--- src/rtl/ps2_pkg.sv ---
// Shared types and constants for the PS/2 host/device interface.
package ps2_pkg;

    typedef enum logic [2:0] {
        IDLE,
        INHIBIT,
        RTS,
        SHIFT,
        ACK,
        WAIT_IDLE
    } ps2_state_t;

    localparam int unsigned FRAME_BITS = 10;
    localparam int unsigned ACK_EDGE   = 11;

    localparam logic [7:0] CMD_SET_LED = 8'hED;
    localparam logic [7:0] CMD_RESET   = 8'hFF;
    localparam logic [7:0] CMD_ENABLE  = 8'hF4;
    localparam logic [7:0] CMD_ECHO    = 8'hEE;

    // Host-driven part of a frame, LSB first after the start bit: data, odd parity, stop.
    function automatic logic [9:0] ps2_frame(input logic [7:0] d);
        return {1'b1, ~^d, d};
    endfunction

endpackage

--- src/rtl/ps2_fall_det.sv ---
// Falling-edge detector for a synchronized PS/2 line: one-cycle pulse on 1->0.
module ps2_fall_det (
    input  logic clk,
    input  logic rst_n,
    input  logic line_in,
    output logic fall
);

    logic prev;

    // History resets high so an idle (released) line never produces a spurious edge.
    always_ff @(posedge clk or negedge rst_n) begin
        if (!rst_n) prev <= 1'b1;
        else        prev <= line_in;
    end

    assign fall = prev & ~line_in;

endmodule

--- src/rtl/ps2_host_tx.sv ---
// PS/2 host-to-device transmitter: inhibit, request-to-send, 10 driven bits, ACK check.
module ps2_host_tx
    import ps2_pkg::*;
#(
    parameter int unsigned INHIBIT_CYCLES = 5000,
    parameter int unsigned TIMEOUT_CYCLES = 750000,
    parameter int unsigned CNT_WIDTH      = 20
) (
    input  logic       clk,
    input  logic       rst_n,
    input  logic       tx_valid,
    input  logic [7:0] tx_data,
    output logic       tx_ready,
    output logic       busy,
    input  logic       ps2_clk_in,
    input  logic       ps2_data_in,
    output logic       ps2_clk_oe,
    output logic       ps2_data_oe,
    output logic       done,
    output logic       err_nack,
    output logic       err_timeout
);

    localparam logic [CNT_WIDTH-1:0] INH_LAST = CNT_WIDTH'(INHIBIT_CYCLES - 1);
    localparam logic [CNT_WIDTH-1:0] TO_LAST  = CNT_WIDTH'(TIMEOUT_CYCLES - 1);
    localparam logic [CNT_WIDTH-1:0] TO_MAX   = CNT_WIDTH'(TIMEOUT_CYCLES);
    localparam logic [3:0]           LAST_BIT = 4'(FRAME_BITS - 1);

    ps2_state_t           state;
    logic [9:0]           frame;
    logic [CNT_WIDTH-1:0] timer;
    logic [CNT_WIDTH-1:0] timer_inc;
    logic [3:0]           edge_cnt;
    logic                 fall;
    logic                 evt;
    logic                 timed_out;
    logic                 data_pre;

    ps2_fall_det u_fall_det (
        .clk     (clk),
        .rst_n   (rst_n),
        .line_in (ps2_clk_in),
        .fall    (fall)
    );

    always_comb begin
        evt       = (state == WAIT_IDLE) ? (ps2_clk_in & ps2_data_in) : fall;
        timer_inc = (timer == TO_MAX) ? timer : timer + 1'b1;
        timed_out = (timer >= TO_LAST);
        // Data goes low one cycle before the clock is released so the start bit is stable.
        data_pre  = (32'(timer) + 32'd2 >= INHIBIT_CYCLES);
    end

    always_ff @(posedge clk or negedge rst_n) begin
        if (!rst_n) begin
            state       <= IDLE;
            frame       <= '0;
            timer       <= '0;
            edge_cnt    <= '0;
            tx_ready    <= 1'b1;
            busy        <= 1'b0;
            ps2_clk_oe  <= 1'b0;
            ps2_data_oe <= 1'b0;
            done        <= 1'b0;
            err_nack    <= 1'b0;
            err_timeout <= 1'b0;
        end else begin
            done        <= 1'b0;
            err_nack    <= 1'b0;
            err_timeout <= 1'b0;
            case (state)
                IDLE: begin
                    if (tx_valid && tx_ready) begin
                        frame      <= ps2_frame(tx_data);
                        state      <= INHIBIT;
                        ps2_clk_oe <= 1'b1;
                        timer      <= '0;
                        tx_ready   <= 1'b0;
                        busy       <= 1'b1;
                    end
                end
                INHIBIT: begin
                    timer <= timer + 1'b1;
                    if (data_pre) ps2_data_oe <= 1'b1;
                    if (timer == INH_LAST) begin
                        ps2_clk_oe <= 1'b0;
                        state      <= RTS;
                        timer      <= '0;
                        edge_cnt   <= '0;
                    end
                end
                RTS, SHIFT, ACK, WAIT_IDLE: begin
                    if (evt) begin
                        timer <= '0;
                        case (state)
                            RTS: begin
                                ps2_data_oe <= ~frame[0];
                                edge_cnt    <= 4'd1;
                                state       <= SHIFT;
                            end
                            SHIFT: begin
                                ps2_data_oe <= ~frame[edge_cnt];
                                edge_cnt    <= edge_cnt + 1'b1;
                                if (edge_cnt == LAST_BIT) state <= ACK;
                            end
                            ACK: begin
                                edge_cnt <= 4'(ACK_EDGE);
                                if (!ps2_data_in) begin
                                    state <= WAIT_IDLE;
                                end else begin
                                    err_nack <= 1'b1;
                                    state    <= IDLE;
                                    tx_ready <= 1'b1;
                                    busy     <= 1'b0;
                                end
                            end
                            default: begin
                                done     <= 1'b1;
                                state    <= IDLE;
                                tx_ready <= 1'b1;
                                busy     <= 1'b0;
                            end
                        endcase
                    end else if (timed_out) begin
                        ps2_clk_oe  <= 1'b0;
                        ps2_data_oe <= 1'b0;
                        err_timeout <= 1'b1;
                        state       <= IDLE;
                        tx_ready    <= 1'b1;
                        busy        <= 1'b0;
                    end else begin
                        timer <= timer_inc;
                    end
                end
                default: state <= IDLE;
            endcase
        end
    end

endmodule

--- config.mk ---
export PLATFORM = sky130hd
export DESIGN_NAME = ps2_host_tx
export DESIGN_NICKNAME = d
export VERILOG_FILES = /design/src/rtl/ps2_pkg.sv /design/src/rtl/ps2_fall_det.sv /design/src/rtl/ps2_host_tx.sv
export SDC_FILE = /design/constraint.sdc
export NUM_CORES = 1
export LEC_CHECK = 0
export ABC_CLOCK_PERIOD_IN_PS = 6300
export CAP_MARGIN = 20
export CORE_MARGIN = 1.5
export CORE_UTILIZATION = 40
export CTS_BUF_LIST = sky130_fd_sc_hd__clkbuf_8 sky130_fd_sc_hd__clkbuf_16
export CTS_CLUSTER_SIZE = 25
export DETAILED_ROUTE_END_ITERATION = 10
export SLEW_MARGIN = 20
export SYNTH_ARGS = -nofsm -noshare
export SYNTH_HDL_FRONTEND = slang
export SYNTH_HIERARCHICAL = 1
export SYNTH_SLANG_ARGS = --single-unit
export TNS_END_PERCENT = 100
--- constraint.sdc ---
create_clock -name clk -period 6.3 [get_ports clk]
set_input_delay 1.26 -clock clk [delete_from_list [all_inputs] [get_ports clk]]
set_output_delay 1.26 -clock clk [all_outputs]
set_load 0.02 [all_outputs]
==> metrics.md <==
| Metric | Value |
|---|---|
| Ports | 20 |
| Post-synth EDFFs | 0 |
| Syn Nets | around 360 |
| Slew @ Worst Pin | roughly 1.1 ns |
| Sink Count | 45 |
| Final slew viol count | 0 |
| Register area share after synthesis | 36.2% |
| Layout area overhead | 7.95% |
| Hold path start | frame[8] |
| Clk pin slew, worst setup/hold paths | 0.09 ns |
| Leading area contributor after synthesis | dfrtp_1 |
| YS warnings | 6 |
| Post-route clock skew | roughly 0.012 ns |
| Chip Width | roughly 91 µm |
| Finished Core Util | 44.0% |
| Pleak | 1.30 nW |
| Max stage delay cell, worst path | a41oi_2 |
| Kind of critical path | in2reg |
| Worst Hold Path Cells | 2 |
| Fmax | 264 MHz |
| Worst Reg-to-Reg Cells | 5 |
| Root buf cell | clkbuf_8 |
| First-pass GRT wire length | approximately 12000 µm |
| CP arrival | ~4 ns |
| Pin count of the biggest net entering global routing | 46 |
| Yosys cell types | between 60 and 70 |
| Top FF cell, synth | dfrtp_1 |
| Postcts setup bufs | 0 |
| CP cell instances | clkdlybuf4s50_1 -> nor2b_4 -> nand2b_1 -> a41oi_2 -> o21ai_2 -> or4_1 -> a21oi_1 |
| Detailed Route Iter0 Violations | ~170 |
| Placer Congestion | slightly below 0.9 |
| Overall routing resource usage | about 17% |
| Worst R2R Start | state[1] |
| Initial Utilization | between 40 and 50% |
| Placed insts | 433 |
| Drt via density | 5.76 |
| CP Launch Type | primary input |
| CP bufs+invs | 1 |
| Pwr Total | 1.26 mW |
| Vias in the first global route | ~2.3k |
| Setup TNS Final | 0 ns |
| DP Wirelength | ~5000 µm |
| Final Hold Vio Count | 0 |
| Num CTS Buffers | 5 |
| Status | complete, no violations |
| Top Family by Delay on Critical Path | compound AO/OA/AOI/OAI gates |
| Fraction of registers with async set or reset after synthesis | between 90% and 100% |
| Drt pass-1 iters | 4 |
| DRC Markers | 0 |
| Crit path max fanout | 18 |
| Via Count | roughly 2.5k |
| Layout cells sized above 1 | roughly a tenth |
| RSZ-0062 raised after global routing | no |
| CTS tree | built |
| DR WL/cell | about 16 µm |
| Finished Layout Cells | about 440 |
| R2R Setup Slk | approximately 3.3 ns |
| Slew headroom | between 20% and 30% |
| Post-synth top area share | roughly 35% |
| Tcrit/Tclk final | between 60% and 70% |
| Initial antenna violation count | 0 |
| Crit path capture type | flip-flop |
| Clock Latency Late Sink | just over 0.3 ns |
| Syn_area_per_cell | between 9 and 10 µm² |
| Mapped Cells | around 340 |
| Worst vdd ir | ~0.13 mV |
| Hold endpoint | frame[8] |
| CTS Buffer Depth | 2 |
| WP data required | 6.53 ns |
| IO buf count | 19 |
| Post-CTS Resized | 0 |
| # rows | 32 |
| N_diodes | 0 |
| Die footprint | about 8300 µm² |
| Tmin final | 3.79 ns |
| Synthesis-stage register bit count | 45 |
| Most frequent cell after synthesis | dfrtp_1 |
| Grt ovf | 0 |
| PD cells | about 370 nW/µm² |
| CP max stage delay | ~0.79 ns |
| Max-Cap Viols | 0 |
| Top cells by area, synth | dfrtp_1 35%, xnor2_1 3.7%, mux2_2 3.3% |
| Cell area after synthesis | roughly 3100 µm² |
| Die Ht | around 91 µm |
| Final setup fails | 0 |
| Routed Wire Length | approximately 6900 µm |
| Antenna viol nets, final | 0 |
| Reg-to-reg endpoint | timer[13] |
| H-tree depth | 2 |
| Nets | 356 |
| Post-CTS Hold Fix Bufs | 0 |
| Core box area | 7650 µm² |
| Top cells by count, synth | 43 x dfrtp_1, 27 x nor2_1, 21 x nand2_1 |
| Worst Hold Class | reg2reg |
==> how the worst max path moves through the flow <==
stage	cells after the start	to	from
4_1_cts	7	timer[13]	ps2_clk_in
6_report	7	timer[13]	ps2_clk_in
3_5_place_dp	7	timer[17]	ps2_clk_in
2_1_floorplan	7	state[2]	ps2_clk_in
5_1_grt	7	timer[13]	ps2_clk_in
3_3_place_gp	7	timer[17]	ps2_clk_in
==> kinds of logic after synthesis <==
kind of cell	Yosys count	share of synthesized area, %
buffers and inverters	45	7.67
AO/OA/AOI/OAI	84	19.6
flip-flops	45	36.2
AND/OR/NAND/NOR	125	22.5
adder cells (fa/ha/maj)	5	2.01
XOR/XNOR	24	6.74
multiplexers	13	5.34
==> cell type report <==
cell class | instances | area, µm²
tap | 102 | 128
clock buffer | 5 | 68.8
inverter | 16 | 60.1
clock inverter | 3 | 42.5
multi-input combinational | 251 | 1750
fill | 755 | 4280
timing repair buffer | 19 | 188
sequential | 45 | 1130
==> sequential cells by signal (all words and copies together) (netlist names) <==
register	cells
u_fall_det/prev	1
done	1
edge_cnt	4
frame	10
ps2_data_oe	1
ps2_clk_oe	1
state	3
timer	20
tx_ready	1
err_nack	1
busy	1
err_timeout	1
==> worst min-delay path, stage by stage, from the launching register on <==
cell and delay, ns:
dfrtp_1 0.35, nand2_1 0.05, o21ai_0 0.06
==> power breakdown <==
group / total [mW] / internal (mW) / switching (mW) / leakage, nW
clock: 0.226 / 0.118 / 0.108 / 0.0595
sequential: 0.473 / 0.363 / 0.110 / 0.581
combinational: 0.558 / 0.239 / 0.320 / 0.656
==> per-stage QoR <==
stage	hold slack, ns	cell area [µm²]	setup slack (ns)
5_1_grt	0.511	3360	2.29
3_5_place_dp	0.461	3250	2.24
4_1_cts	0.487	3360	2.51
6_report	0.486	3360	2.51
3_3_place_gp	0.463	3250	2.38
2_1_floorplan	0.434	3120	3.67
==> layout by cell type, fill, tap and decap left out, types with 3 or more instances in the layout <==
cell / count
a211oi_1: 5
a21oi_1: 12
a22o_1: 3
a31oi_1: 6
and3_1: 5
clkbuf_8: 5
clkdlybuf4s50_1: 18
dfrtp_1: 43
ha_1: 5
inv_1: 17
mux2_2: 9
nand2_1: 21
nand2b_1: 3
nand3_1: 12
nand4_1: 8
nor2_1: 27
nor3_1: 17
nor4_1: 6
o2111ai_1: 3
o211ai_1: 10
o21a_1: 4
o21ai_0: 16
o22ai_1: 4
or3_1: 3
or4_1: 3
xnor2_1: 13
xor2_1: 11
==> metal layers <==
metal	GRT usage (%)	share of wire, %
met5	0	0
met4	5.21	1.3
met3	3.02	3.6
met2	26.0	46
met1	25.4	49
Note: power is estimated with default switching activity, not from simulation.
